`src/rtl/led_pattern_ctrl.sv`:
```
// led_pattern_ctrl: multi-channel LED driver with per-channel OFF / ON /
// BLINK / PWM modes, set through a valid/ready config port.
// All channels share one blink tick counter and one PWM counter, so channels
// in the same mode and rate stay phase-locked. Pin polarity is applied at the
// output flop, so active-low pins need no external inversion.
// RST_N asserts asynchronously; its release is expected to be synchronous to
// CLK (driven from the board reset synchroniser).
module led_pattern_ctrl #(
    parameter int                NUM_CH          = 7,
    parameter int                TICK_DIV        = 12000,
    parameter int                PWM_W           = 8,
    parameter logic [NUM_CH-1:0] ACTIVE_LOW_MASK = 7'b0000011,
    localparam int               CW              = (NUM_CH > 1) ? $clog2(NUM_CH) : 1
) (
    input  logic              CLK,
    input  logic              RST_N,
    input  logic              cfg_valid,
    output logic              cfg_ready,
    input  logic [CW-1:0]     cfg_ch,
    input  logic [1:0]        cfg_mode,
    input  logic [3:0]        cfg_rate,
    input  logic [PWM_W-1:0]  cfg_duty,
    output logic              cfg_err,
    output logic              tick,
    output logic [NUM_CH-1:0] led_out
);

    localparam int PRESC_W = $clog2(TICK_DIV);

    typedef enum logic [1:0] {
        MODE_OFF   = 2'd0,
        MODE_ON    = 2'd1,
        MODE_BLINK = 2'd2,
        MODE_PWM   = 2'd3
    } mode_t;

    logic [PRESC_W-1:0] r_presc;
    logic               r_tick;
    logic [15:0]        r_tick_cnt;
    logic [PWM_W-1:0]   r_pwm_cnt;
    logic               r_ready;
    logic               r_err;
    mode_t              r_mode [NUM_CH];
    logic [3:0]         r_rate [NUM_CH];
    logic [PWM_W-1:0]   r_duty [NUM_CH];
    logic [NUM_CH-1:0]  r_led;

    logic               w_presc_wrap;
    logic               w_accept;
    logic               w_ch_ok;
    logic [NUM_CH-1:0]  w_on;

    assign w_presc_wrap = (r_presc == PRESC_W'(TICK_DIV - 1));
    assign w_accept     = cfg_valid & r_ready;
    assign w_ch_ok      = (int'(cfg_ch) < NUM_CH);

    // Prescaler: wraps every TICK_DIV cycles, flags the wrap on tick and
    // advances the shared blink counter.
    // NOTE: state flops use non-blocking (<=) so every flop samples pre-edge values.
    always_ff @(posedge CLK or negedge RST_N) begin
        if (!RST_N) begin
            r_presc    <= '0;
            r_tick     <= 1'b0;
            r_tick_cnt <= '0;
        end else if (w_presc_wrap) begin
            r_presc    <= '0;
            r_tick     <= 1'b1;
            r_tick_cnt <= r_tick_cnt + 16'd1;
        end else begin
            r_presc    <= r_presc + PRESC_W'(1);
            r_tick     <= 1'b0;
        end
    end

    // Free-running PWM counter; its full range is one PWM period.
    always_ff @(posedge CLK or negedge RST_N) begin
        if (!RST_N) begin
            r_pwm_cnt <= '0;
        end else begin
            r_pwm_cnt <= r_pwm_cnt + PWM_W'(1);
        end
    end

    // Handshake: ready drops for one cycle after each accept; an out-of-range
    // channel is still accepted but flagged on cfg_err for one cycle.
    always_ff @(posedge CLK or negedge RST_N) begin
        if (!RST_N) begin
            r_ready <= 1'b1;
            r_err   <= 1'b0;
        end else begin
            r_ready <= ~w_accept;
            r_err   <= w_accept & ~w_ch_ok;
        end
    end

    // Per-channel configuration registers, loaded on an accepted in-range write.
    // NOTE: these small arrays are real flops and must come up OFF, so they are reset.
    always_ff @(posedge CLK or negedge RST_N) begin
        if (!RST_N) begin
            for (int i = 0; i < NUM_CH; i++) begin
                r_mode[i] <= MODE_OFF;
                r_rate[i] <= '0;
                r_duty[i] <= '0;
            end
        end else if (w_accept && w_ch_ok) begin
            r_mode[cfg_ch] <= mode_t'(cfg_mode);
            r_rate[cfg_ch] <= cfg_rate;
            r_duty[cfg_ch] <= cfg_duty;
        end
    end

    // Logical on/off per channel from its mode and the shared counters.
    // NOTE: default assignment first so no path leaves w_on unassigned (no latch).
    always_comb begin
        for (int i = 0; i < NUM_CH; i++) begin
            w_on[i] = 1'b0;
            case (r_mode[i])
                MODE_ON:    w_on[i] = 1'b1;
                MODE_BLINK: w_on[i] = r_tick_cnt[r_rate[i]];
                MODE_PWM:   w_on[i] = (r_pwm_cnt < r_duty[i]);
                default:    w_on[i] = 1'b0;
            endcase
        end
    end

    // Pin drive: polarity applied here so the pins come straight from flops.
    always_ff @(posedge CLK or negedge RST_N) begin
        if (!RST_N) begin
            r_led <= ACTIVE_LOW_MASK;
        end else begin
            r_led <= w_on ^ ACTIVE_LOW_MASK;
        end
    end

    assign cfg_ready = r_ready;
    assign cfg_err   = r_err;
    assign tick      = r_tick;
    assign led_out   = r_led;

endmodule

```
`config.mk`:
```
export PLATFORM = sky130hd
export DESIGN_NAME = led_pattern_ctrl
export DESIGN_NICKNAME = d
export VERILOG_FILES = /design/src/rtl/led_pattern_ctrl.sv
export SDC_FILE = /design/constraint.sdc
export NUM_CORES = 1
export LEC_CHECK = 0
export ABC_AREA = 1
export CAP_MARGIN = 0
export CELL_PAD_IN_SITES_DETAIL_PLACEMENT = 1
export CELL_PAD_IN_SITES_GLOBAL_PLACEMENT = 2
export CORE_ASPECT_RATIO = 0.9
export CORE_MARGIN = 3
export CORE_UTILIZATION = 37
export DETAILED_ROUTE_END_ITERATION = 12
export PLACE_DENSITY = 0.82
export SLEW_MARGIN = 20
export SYNTH_ARGS = -nofsm -noshare
export SYNTH_HDL_FRONTEND = slang
export SYNTH_SLANG_ARGS = --single-unit
```
`constraint.sdc`:
```
create_clock -name CLK -period 1.8 [get_ports CLK]
set_clock_uncertainty 0.05 [all_clocks]
set_input_delay 0.36 -clock CLK [delete_from_list [all_inputs] [get_ports CLK]]
set_output_delay 0.36 -clock CLK [all_outputs]
set_load 0.02 [all_outputs]
```
## Yosys cells after proc, flatten, opt, wreduce, memory -nomap -nowiden

Index checks and enable logic that the tools add are counted.
Widths: inputs -> output; s select.

- Flip-flop bits (word level): 146
- Input bits: 20
- Output and inout bits: 10
- Word-level logic and storage cells: 110

- $add $sub $neg: 3
- Magnitude comparators: 17
- Equality and inequality tests: 22
- Multiplexer cells: 32
- Bitwise logic cells: 6
- Reduce and logical (&&, ||, !) cells: 2

Operator list:

| kind | number |
|---|---|
| $bwmux 56 | 1 |
| $lt 8x8->1 | 7 |
| $lt 4x5->1 const B | 7 |
| $bmux 1 s4 | 7 |
| $bwmux 28 | 1 |
| $eq 2x2->1 const B | 14 |
| $demux 8 s3 | 1 |
| $pmux 1 s3 | 7 |
| $add 16x1->16 const B | 1 |
| $add 14x1->14 const B | 1 |
| $bwmux 14 | 1 |
| $eq 14x14->1 const B | 1 |
| $eq 2x1->1 const B | 7 |
| $mux 14 | 1 |
| $demux 4 s3 | 1 |
| $add 8x1->8 const B | 1 |
| $mux 1 | 8 |
| $mux 8 | 1 |
| $demux 2 s3 | 1 |
| $ge 4x4->1 const B | 1 |
| $lt 4x1->1 const B | 1 |
| $mux 4 | 1 |
| $not 3->4 | 1 |
| $lt 3x3->1 const B | 1 |
| 5 further kinds | 8 |

## Longest topological paths before layout

- Word-level depth: 6
- Depth in mapped cells: 12

## Worst setup path before layout

No wires, ideal clock.

- Path kind: register -> register
- Start: register r_ready (netlist: cfg_ready)
- End: register r_duty[37] (netlist bit)
- Arrival: 1,352 ps
- Data required time: 1,620 ps
- Path slack: 268 ps
- Cell stages (with the launch flop): 7
- Buffers on the path: 1
- Clock period less this slack: 1,532 ps
- Path through: dfstp_2 > nand2_1 > nor2_1 > nand2_1 > clkbuf_1 > nand2_1 > o21ai_0

- Cells in the longest elaborated chain, start to end: 2

Ends and longest elaborated chain:

| element | line | text |
|---|---|---|
| start: declaration | 41 | `logic r_ready;` |
| start signal: assignment | 91 | `r_ready <= ~w_accept;` |
| $and 1x1->1 | 54 | `assign w_accept = cfg_valid & r_ready;` |
| $logic_and 1x1->1 | 105 | `end else if (w_accept && w_ch_ok) begin` |
| end signal: indexed assignment | 108 | `r_duty[cfg_ch] <= cfg_duty;` |
| end: declaration | 45 | `logic [PWM_W-1:0] r_duty [NUM_CH];` |

Every way passes these cells.
A chain may end at the register's enable or synchronous reset.

## Worst setup path after layout

- Start: register r_led[4] (netlist: led_out[4])
- End: output port led_out[4]

RTL lines:

| element | line | text |
|---|---|---|
| start: declaration | 46 | `logic [NUM_CH-1:0] r_led;` |
| start signal: assignment | 131 | `r_led <= w_on ^ ACTIVE_LOW_MASK;` |
| end: declaration | 25 | `output logic [NUM_CH-1:0] led_out` |

No word-level cell between the ends.

==> impl_metrics.env <==
export IMPL_drv_slew=0
export IMPL_drc=0
export IMPL_initial_core_util_pct=37.9
export IMPL_crit_path_cell_trace="clkdlybuf4s50_1"
export IMPL_vias_per_cell=5.02
export IMPL_yosysWarnings=0
export IMPL_fin_crit_sh_pct=96.8
export IMPL_synth_edff_count=0
export IMPL_coreArea_um2=21800
export IMPL_utilization_pct=44.5
export IMPL_grt_use_met3_pct=3.45
export IMPL_synth_mux_area_share_pct=0
export IMPL_gr_usage_met2_pct=30.0
export IMPL_worstSetupPathType="register to output port"
export IMPL_crit_path_max_fanout=1
export IMPL_grt_busiest_layer="met2"
export IMPL_crit_buf_inv=1
export IMPL_synth_top_area_share_pct=43.4
export IMPL_dieArea_um2=24100
export IMPL_die_height_um=148
export IMPL_crit_required_ps=1390
export IMPL_post_cts_buffers=0
export IMPL_p_per_area_nw_per_um2=1030
export IMPL_reg2regPathDepth=7
export IMPL_slowest_stage="clkdlybuf4s50_1"
export IMPL_clock_sinks=146
export IMPL_synth_fp_nets=1132
export IMPL_min_path_type="input port to async pin"
export IMPL_slew_headroom_pct=66.3
export IMPL_postRouteAntennaNets=0
export IMPL_htree_levels=4
export IMPL_grt_pass1_vias=7262
export IMPL_yosys_area_top_type="dfrtp_1"
export IMPL_async_flop_share_pct=100
export IMPL_path_depth=1
export IMPL_r2r_setup_slack_ps=140
export IMPL_postSynthCellCount=1060
export IMPL_clock_fmax_ghz=0.574
export IMPL_cts_made_buffers=17
export IMPL_cts_tree="yes"
export IMPL_period_minus_slack_ps=1740
export IMPL_port_buffers=29
export IMPL_cts_root_buffer="clkbuf_16"
export IMPL_arrival_ps=1330
export IMPL_fin_nets=1179
export IMPL_critPathMaxStageDelay_ps=590
export IMPL_dpl_hpwl_um=16200
export IMPL_track_usage_pct=19.8
export IMPL_multi_input_area_um2=3860
export IMPL_endpoint="led_out[4]"
export IMPL_dr_first_iter_drc_count=303
export IMPL_post_synth_num_cell_types=30
export IMPL_syn_area_um2=8240
export IMPL_synth_top_family_by_area="simple AND/OR/NAND/NOR gates"
export IMPL_ff_latch_area_um2=3660
export IMPL_synth_avg_cell_area_um2=7.78
export IMPL_wl_per_cell_um=16.1
export IMPL_wirelength_um=22700
export IMPL_synthTopCellsByArea="dfrtp_1, nand2_1, ha_1"
export IMPL_holdWs_ps=272
export IMPL_io_pins=30
export IMPL_gr_usage_met1_pct=29.5
export IMPL_crit_start="led_out[4]"
export IMPL_grt_ovfl_total=0
export IMPL_rows=51
export IMPL_worstSkewPairLatency_ps=430
export IMPL_antenna_found_initial=0
export IMPL_cts_buffer_depth=2
export IMPL_synth_compound_area_share_pct=13.0
export IMPL_peakVddDrop_mv=0.472
export IMPL_die_x_um=163
export IMPL_vias=7084
export IMPL_rsz0062_at_grt="no"
export IMPL_grt_pass1_wl_um=37800
export IMPL_endpoint_kind="output port"
export IMPL_yosysSeqAreaShare_pct=44.4
export IMPL_grt_max_degree=66
export IMPL_clk_pin_slew_worst_paths_ps=60
export IMPL_maxCapViolCount=0
export IMPL_layout_drive_gt1_share_pct=7.86
export IMPL_power_leakage_uw=0.00486
export IMPL_synth_seq_cells=146
export IMPL_path_delay_family="buffers and inverters"
export IMPL_worst_pin_slew_ps=506
export IMPL_status="finished clean"
export IMPL_r2r_end="led_out[4]"
export IMPL_yosys_area_share_simple_pct=22.7
export IMPL_cp_start_kind="register"
export IMPL_place_gp_congestion=0.787
export IMPL_synthAdderAreaFrac_pct=7.89
export IMPL_setup_viol=0
export IMPL_drt_pre_antenna_iters=4
export IMPL_regToRegStartpoint="r_pwm_cnt[5]"
export IMPL_synth_xor_area_share_pct=3.08
export IMPL_area_growth_pct=17.4
export IMPL_antennaDiodeCount=0
export IMPL_ys_flop_type="dfrtp_1"
export IMPL_hold_viol_final=0
export IMPL_nFillCells=2676
placed cells by master (no fill, tap or decap), types with 4 or more instances in the layout:
cell type        instances
clkinv_1                 7
nor3_1                   6
buf_12                   7
clkdlybuf4s50_1         20
dfrtp_1                139
nor2_1                  39
o211ai_1                25
dfrtp_2                  4
a21oi_1                 34
nand3_1                 76
o21ai_0                124
xor2_1                  26
o21a_1                   7
nand2_1                319
ha_1                    52
buf_4                   27
inv_1                  138
inv_6                    5
nand3_2                  5
dlymetal6s2s_1           4
clkbuf_16               17
dlygate4sd2_1            4
metrics by stage:
stage	area [um^2]	setup slack [ps]	TNS (ps)	cells	power [uW]
3_5_place_dp	9070	-20.0	-107	1378	6450
5_1_grt	9680	1.28	0	1411	10700
2_1_floorplan	8240	268	0	1060	5750
6_report	9680	58.3	0	1411	9970
3_3_place_gp	9070	-5.96	-5.96	1378	6350
4_1_cts	9660	5.29	0	1411	10100
metal layers:
metal	vias to the layer above	wire length, um
met5	-	0
met4	0	242
met3	18	596
met2	73	9910
met1	3484	11900
li1	3509	-
cells in the mapped netlist (12+ instances only):
cell type	n
xor2_1	26
clkbuf_1	12
o21ai_0	124
buf_2	22
dfrtp_1	143
ha_1	52
nor2_1	39
nand3_1	76
o211ai_1	25
inv_1	138
a21oi_1	34
nand2_1	319
flip-flops by register name (all words and copies together) (netlist names):
register and flops:
cfg_err 1, r_mode 14, r_pwm_cnt 8, tick 1, r_presc 14, r_tick_cnt 16
r_rate 28, led_out 7, cfg_ready 1, r_duty 56
power by group:
group / switching, uW / internal (uW) / total, uW
clock network: 1520 / 2060 / 3580
registers: 483 / 3820 / 4300
logic: 1200 / 881 / 2080
worst min path at each step:
stage | start | endpoint | slack [ps] | cells past startpoint
2_1_floorplan | RST_N | cfg_err | 10 | 0
3_3_place_gp | RST_N | r_duty[49] | 150 | 1
3_5_place_dp | RST_N | r_duty[49] | 150 | 1
4_1_cts | RST_N | r_duty[49] | 260 | 2
5_1_grt | RST_N | r_duty[49] | 270 | 2
6_report | RST_N | r_duty[49] | 270 | 2
what timing repair did:
item,4_1_cts,5_1_grt
hold endpoints to repair,36,0
resized for setup,4,9
endpoints found under the setup margin,4,7
pin swaps,0,0
gates cloned,0,0
hold buffers,1,0
kinds of logic (layout without fill, tap and decap cells):
family | after synthesis | count (layout)
AND/OR/NAND/NOR | 454 | 454
buffers and inverters | 184 | 244
flip-flops | 146 | 146
AO/OA/AOI/OAI | 195 | 195
XOR/XNOR | 29 | 29
adder cells (fa/ha/maj) | 52 | 52
layout make-up:
cell class	count	area share (%)
inverters	148	5.79
clock buffers	18	4.44
clock inverters	14	1.59
repair buffers	64	6.71
multi-input cells	730	39.9
flip-flops and latches	146	37.9
well taps	291	3.76
Power figures use the tool's default switching activity.
